## src/rtl/serial_adder.sv

```systemverilog
// Bit-serial WIDTH-bit adder.
// One full-adder cell plus a registered carry. The cell processes one operand
// bit per clock, LSB first. The adder captures a, b and c_in on the accepting
// edge and presents {c_out, sum} = a + b + c_in with a one-cycle done pulse.

// 1-bit full-adder cell feeding the serial datapath.
module serial_adder_fa (
  input  logic x,
  input  logic y,
  input  logic ci,
  output logic s,
  output logic co
);

  // Plain sum / majority; kept as its own cell so the serial loop reads as
  // "one cell, one carry flop".
  always_comb begin
    s  = x ^ y ^ ci;
    co = (x & y) | (x & ci) | (y & ci);
  end

endmodule

module serial_adder #(
  parameter int WIDTH = 8
) (
  input  logic             clk,
  input  logic             rst,
  input  logic             start,
  input  logic [WIDTH-1:0] a,
  input  logic [WIDTH-1:0] b,
  input  logic             c_in,
  output logic             busy,
  output logic             done,
  output logic [WIDTH-1:0] sum,
  output logic             c_out
);

  // Counter only has to reach WIDTH-1; keep at least one bit for WIDTH=1.
  localparam int CNT_W = (WIDTH > 1) ? $clog2(WIDTH) : 1;
  localparam logic [CNT_W-1:0] LAST_BIT = CNT_W'(WIDTH - 1);

  typedef enum logic [1:0] {
    IDLE  = 2'd0,
    SHIFT = 2'd1,
    DONE  = 2'd2
  } state_t;

  state_t state, state_nxt;

  logic [WIDTH-1:0] a_sr;
  logic [WIDTH-1:0] b_sr;
  logic [WIDTH-1:0] partial;
  logic [WIDTH-1:0] partial_nxt;
  logic             carry;
  logic [CNT_W-1:0] cnt;
  logic [WIDTH-1:0] sum_q;
  logic             c_out_q;

  logic             fa_sum;
  logic             fa_cout;
  logic             accept;
  logic             last_bit;

  // The single adder cell always looks at the current LSBs and carry.
  serial_adder_fa u_fa (
    .x  (a_sr[0]),
    .y  (b_sr[0]),
    .ci (carry),
    .s  (fa_sum),
    .co (fa_cout)
  );

  // Partial sum fills from the MSB side so that after WIDTH steps bit 0 holds
  // the first (LSB) result bit. A 1-bit adder has nothing to shift down.
  generate
    if (WIDTH == 1) begin : g_part_w1
      always_comb partial_nxt = fa_sum;
    end else begin : g_part_wn
      always_comb partial_nxt = {fa_sum, partial[WIDTH-1:1]};
    end
  endgenerate

  always_comb begin
    accept   = (state == IDLE) && start;
    last_bit = (state == SHIFT) && (cnt == LAST_BIT);
  end

  // State register.
  always_ff @(posedge clk) begin
    if (rst) state <= IDLE;
    else     state <= state_nxt;
  end

  // Next-state logic; start outside IDLE is simply not looked at.
  always_comb begin
    state_nxt = state;
    case (state)
      IDLE:    if (start) state_nxt = SHIFT;
      SHIFT:   if (cnt == LAST_BIT) state_nxt = DONE;
      DONE:    state_nxt = IDLE;
      default: state_nxt = IDLE;
    endcase
  end

  // Operand shifters, carry and bit counter: load on accept, step in SHIFT.
  always_ff @(posedge clk) begin
    if (rst) begin
      a_sr    <= '0;
      b_sr    <= '0;
      carry   <= 1'b0;
      cnt     <= '0;
      partial <= '0;
    end else if (accept) begin
      a_sr    <= a;
      b_sr    <= b;
      carry   <= c_in;
      cnt     <= '0;
      partial <= '0;
    end else if (state == SHIFT) begin
      a_sr    <= a_sr >> 1;
      b_sr    <= b_sr >> 1;
      carry   <= fa_cout;
      cnt     <= cnt + 1'b1;
      partial <= partial_nxt;
    end
  end

  // Result registers only move on the final bit, so they hold through IDLE
  // and through the next operation until it completes.
  always_ff @(posedge clk) begin
    if (rst) begin
      sum_q   <= '0;
      c_out_q <= 1'b0;
    end else if (last_bit) begin
      sum_q   <= partial_nxt;
      c_out_q <= fa_cout;
    end
  end

  // Status decodes straight from the state register.
  always_comb begin
    busy  = (state == SHIFT);
    done  = (state == DONE);
    sum   = sum_q;
    c_out = c_out_q;
  end

endmodule
```

## config.mk

```make
export PLATFORM = sky130hd
export DESIGN_NAME = serial_adder
export DESIGN_NICKNAME = d
export VERILOG_FILES = /design/src/rtl/serial_adder.sv
export SDC_FILE = /design/constraint.sdc
export NUM_CORES = 1
export LEC_CHECK = 0
export ABC_AREA = 1
export ABC_CLOCK_PERIOD_IN_PS = 1600
export CORE_MARGIN = 2
export CORE_UTILIZATION = 51
export DETAILED_ROUTE_END_ITERATION = 6
export GPL_ROUTABILITY_DRIVEN = 0
export HOLD_SLACK_MARGIN = 0.08
export MAX_ROUTING_LAYER = met4
export PLACE_DENSITY = 0.78
export RECOVER_POWER = 25
export SLEW_MARGIN = 20
export SYNTH_ARGS = -nofsm -noshare
export SYNTH_HDL_FRONTEND = slang
export SYNTH_SLANG_ARGS = --single-unit
```

## constraint.sdc

```tcl
create_clock -name clk -period 1.6 [get_ports clk]
set_clock_uncertainty 0.1 [all_clocks]
set_input_delay 0.24 -clock clk [delete_from_list [all_inputs] [get_ports clk]]
set_output_delay 0.24 -clock clk [all_outputs]
set_load 0.01 [all_outputs]
```

==> run summary <==
The flow ran to the end, and the final reports show no timing, DRC or antenna violations. After synthesis, the largest family of logic cells by area is simple AND/OR/NAND/NOR gates. At the worst endpoint, the required time is 1.26 ns.

The total instance count after detailed placement was 308. Post-route clock period utilization: 96.5%. The tools report the diode insertion count for antenna repair as 0.

After detailed placement, the total cell area comes to 0.00204 mm2. The combinational group share of total power came out at 14.7%. The worst hold path belongs to the class in2reg. Cell internal power was estimated by the tool at 1490 uW. The synthesized netlist devotes 29.5% of its cell area to simple gates. The tools report the number of library cell types mapped by synthesis as 19. For the wire length of the first global-routing pass, the log shows 5430 um. The tools report the number of hold-repair buffers added at the cts stage as 0. The number of stages on the worst setup path is 1, and the die height is 61.5 um. The run gives 4 as the length of the first detailed-routing pass in iterations.

The finished cells cover 0.00212 mm2. The total congestion overflow after global routing came out at 0. The sequential fraction of the synthesis area is 45.1%, and the achievable frequency is 648 MHz. For this configuration, the core starts out at a cell density of 54.4%. In the final design database the tool counted 294 nets. The cell depth of the worst min-delay path came out at 3. From synthesis to final layout, the design area changed by 25.4%.

The count of buffer and inverter cells on the critical path was 1. Data arrives at the worst endpoint at 1.20 ns. The violation count after the first detailed-route iteration was 119. The tool flagged a number of max-cap violations equal to 0. The clock network accounts for 33.8% of the total power. Setup repair after global routing left no endpoint under its margin.

The routed layout has 1514 vias. The run gives 0.00310 mm2 as the core outline area. For the final max-slew violation count, the log shows 0. The root buffer cell chosen for the clock tree is sky130_fd_sc_hd__clkbuf_4. The cell with the biggest individual delay on the critical path is sky130_fd_sc_hd__clkdlybuf4s50_1.

After clock tree synthesis, the clock-pin slew on the worst setup and hold paths is 0.10 ns. Row generation in the floorplan step produced 20 rows. The post-detailed-route DRC marker count came out at 0. The multiplexer fraction of the synthesized cell area is 0%. Net switching is 24.8% of the power. The complex-gate fraction of the synthesized area was 13.0%. STA classifies the critical path endpoint as an output pin. The number of standard cells after synthesis is 239, and the x dimension of the die is 61.5 um. Entering global routing, the biggest net connects 31 pins.

Detailed placement finished with a half-perimeter wire length of 2210 um. Headroom to the max-slew limit came out at 75.5%. The tools report the count of final hold-check violations as 0. The synthesized netlist occupies a cell area of 0.00169 mm2.

The run gives 3370 um as the total routed wirelength. The critical path start-end classification was reg2out. The biggest fanout along the worst timing path was 2.

The die covers 0.00379 mm2. Dividing the detail-routed via count by the number of cells gives 4.81. The top cell types in the final layout, fill and taps aside, are sky130_fd_sc_hd__nand2_1 (53), sky130_fd_sc_hd__nor2_1 (37), sky130_fd_sc_hd__dfxtp_1 (37), sky130_fd_sc_hd__a21oi_1 (27), sky130_fd_sc_hd__nand3_1 (24).

For the number of antenna violations at the first check in global routing, the log shows 0. At the pin with the least slew margin, the transition time is 0.367 ns. In the final layout, the share of cells above drive strength 1 is 8.86%.

The via count of the first global-routing pass is 1249, and the standby leakage power is 0.000920 uW. The number of cell instances on the worst register-to-register path came out at 6. The number of buffers created by CTS came out at 5. For the worst ir drop on vdd, the log shows 0.000673 V. In this run, flip-flops and latches consume 51.5% of the power. The count of placed standard cells in the final layout, fillers left out is 315, and the final critical delay including setup and external delays is 1.54 ns.

The logs give 2 for the depth of the CTS H-tree and 0 for the setup-violating endpoint count in the final report. Clock tree synthesis found a total of 38 sinks. After detailed routing, the average wire length per cell comes to 10.7 um. The tools report the global-route total usage across every layer as 20.2%. The critical path goes through clkdlybuf4s50_1. For this design the ratio of total power to cell area is 934 mW/mm2. Synthesis inferred 38 register bits. Maximum buffer depth of the clock tree: 2. Post-CTS timing repair inserted 0 buffers for setup. The count of fill cells added during filler insertion was 290; the synthesized area per cell was 7.06 um2.

The post-synthesis xor/xnor area fraction came out at 0.519%. The count of nets left with antenna violations after detail routing came out at 0. STA classifies the critical path startpoint as a flop. Counting every net in the synthesized netlist gives 262. The final sum of negative setup slack came out at 0 ns. The count of buffers added on input and output ports is 30.

The post-synthesis adder-cell area fraction is 2.67%. TritonCTS built the clock tree. Family with the most delay on the worst path: buffers and inverters. The run gives 31 as the number of top-level design ports. The most common cell after layout, fill and taps aside is sky130_fd_sc_hd__nand2_1.

For this run, the slowest stage of the critical path takes 0.53 ns. Yosys printed 0 warnings. Clock latency on the worst-skew pair, taken at its later pin, is 0.35 ns. Summed over all nets, the switching power comes to 489 uW.
-- routing by layer --
metal | GRT usage [%] | vias to the layer above | share of wire (%)
li1 | - | 824 | -
met1 | 26.2 | 657 | 50
met2 | 29.6 | 29 | 44
met3 | 5.04 | 4 | 4.8
met4 | 9.12 | 0 | 1.4
met5 | - | - | 0
-- tightest hold or removal path: cells and delay by family --
family | cells | cell delay (ns)
buffers and inverters | 1 | 0.39
AND/OR/NAND/NOR | 1 | 0.06
AO/OA/AOI/OAI | 1 | 0.05
-- stage by stage --
step	setup WS, ns	util (%)	hold slack, ns	total power, uW
floorplan	0.379	-	0.209	1230
global placement	0.0934	65.8	0.353	1330
detailed placement	0.0738	65.8	0.358	1330
CTS	0.00513	68.4	0.336	1990
global route	0.00544	68.2	0.377	2070
finish	0.0556	68.2	0.342	1980
-- cells by family after synthesis --
kind of cell	Yosys count
XOR/XNOR	1
AND/OR/NAND/NOR	118
AO/OA/AOI/OAI	44
buffers and inverters	35
adder cells (fa/ha/maj)	3
flip-flops	38
-- synth_stat cells --
master / number / area, um2
sky130_fd_sc_hd__o21ai_0: 2 / 10.0
sky130_fd_sc_hd__a21oi_1: 27 / 135
sky130_fd_sc_hd__nand2_1: 51 / 191
sky130_fd_sc_hd__nand2_2: 3 / 18.8
sky130_fd_sc_hd__buf_4: 5 / 37.5
sky130_fd_sc_hd__fa_1: 1 / 20.0
sky130_fd_sc_hd__clkbuf_1: 4 / 15.0
sky130_fd_sc_hd__dfxtp_1: 38 / 761
sky130_fd_sc_hd__buf_2: 4 / 20.0
sky130_fd_sc_hd__nor2_4: 1 / 11.3
sky130_fd_sc_hd__nor2_1: 37 / 139
sky130_fd_sc_hd__inv_1: 17 / 63.8
sky130_fd_sc_hd__nor2_2: 1 / 6.26
sky130_fd_sc_hd__xor2_1: 1 / 8.76
sky130_fd_sc_hd__ha_1: 2 / 25.0
sky130_fd_sc_hd__o21ai_1: 15 / 75.1
sky130_fd_sc_hd__nand3_1: 24 / 120
sky130_fd_sc_hd__nand2_4: 1 / 11.3
sky130_fd_sc_hd__inv_2: 5 / 18.8
-- power groups by stage --
stage               Clock (uW)  Combinational [uW]  Sequential [uW]
floorplan                    0                 198             1030
global placement             0                 288             1040
detailed placement           0                 292             1040
CTS                        684                 293             1020
global route               719                 329             1020
finish                     669                 290             1020
-- final timing paths --
kind               from       to  slack [ns]
max              sum[0]   sum[0]        0.06
min                b[7]  b_sr[7]        0.34
max reg2reg    state[1]   cnt[0]        0.18
min reg2reg  partial[6]   sum[5]        0.36
-- what timing repair did --
item	CTS	global route
gates resized for setup	4	7
gates cloned	0	0
setup endpoints to repair	3	7
-- cell type report --
class                           count  area [um2]  area share, %
Clock buffer                        6        51.3           2.42
Clock inverter                      1        30.0           1.42
Inverter                           22        82.6           3.90
Multi-Input combinational cell    166         767           36.2
Sequential cell                    38         762           36.0
Tap cell                           44        55.1           2.60
Timing Repair Buffer               38         369           17.4
-- flip-flops by register name, indices dropped and copies added, names as in the netlist --
register	cells
cnt	3
state	2
b_sr	8
a_sr	8
partial	7
sum	8
carry	1
c_out	1
No activity file was read; power rests on OpenSTA's default activity.
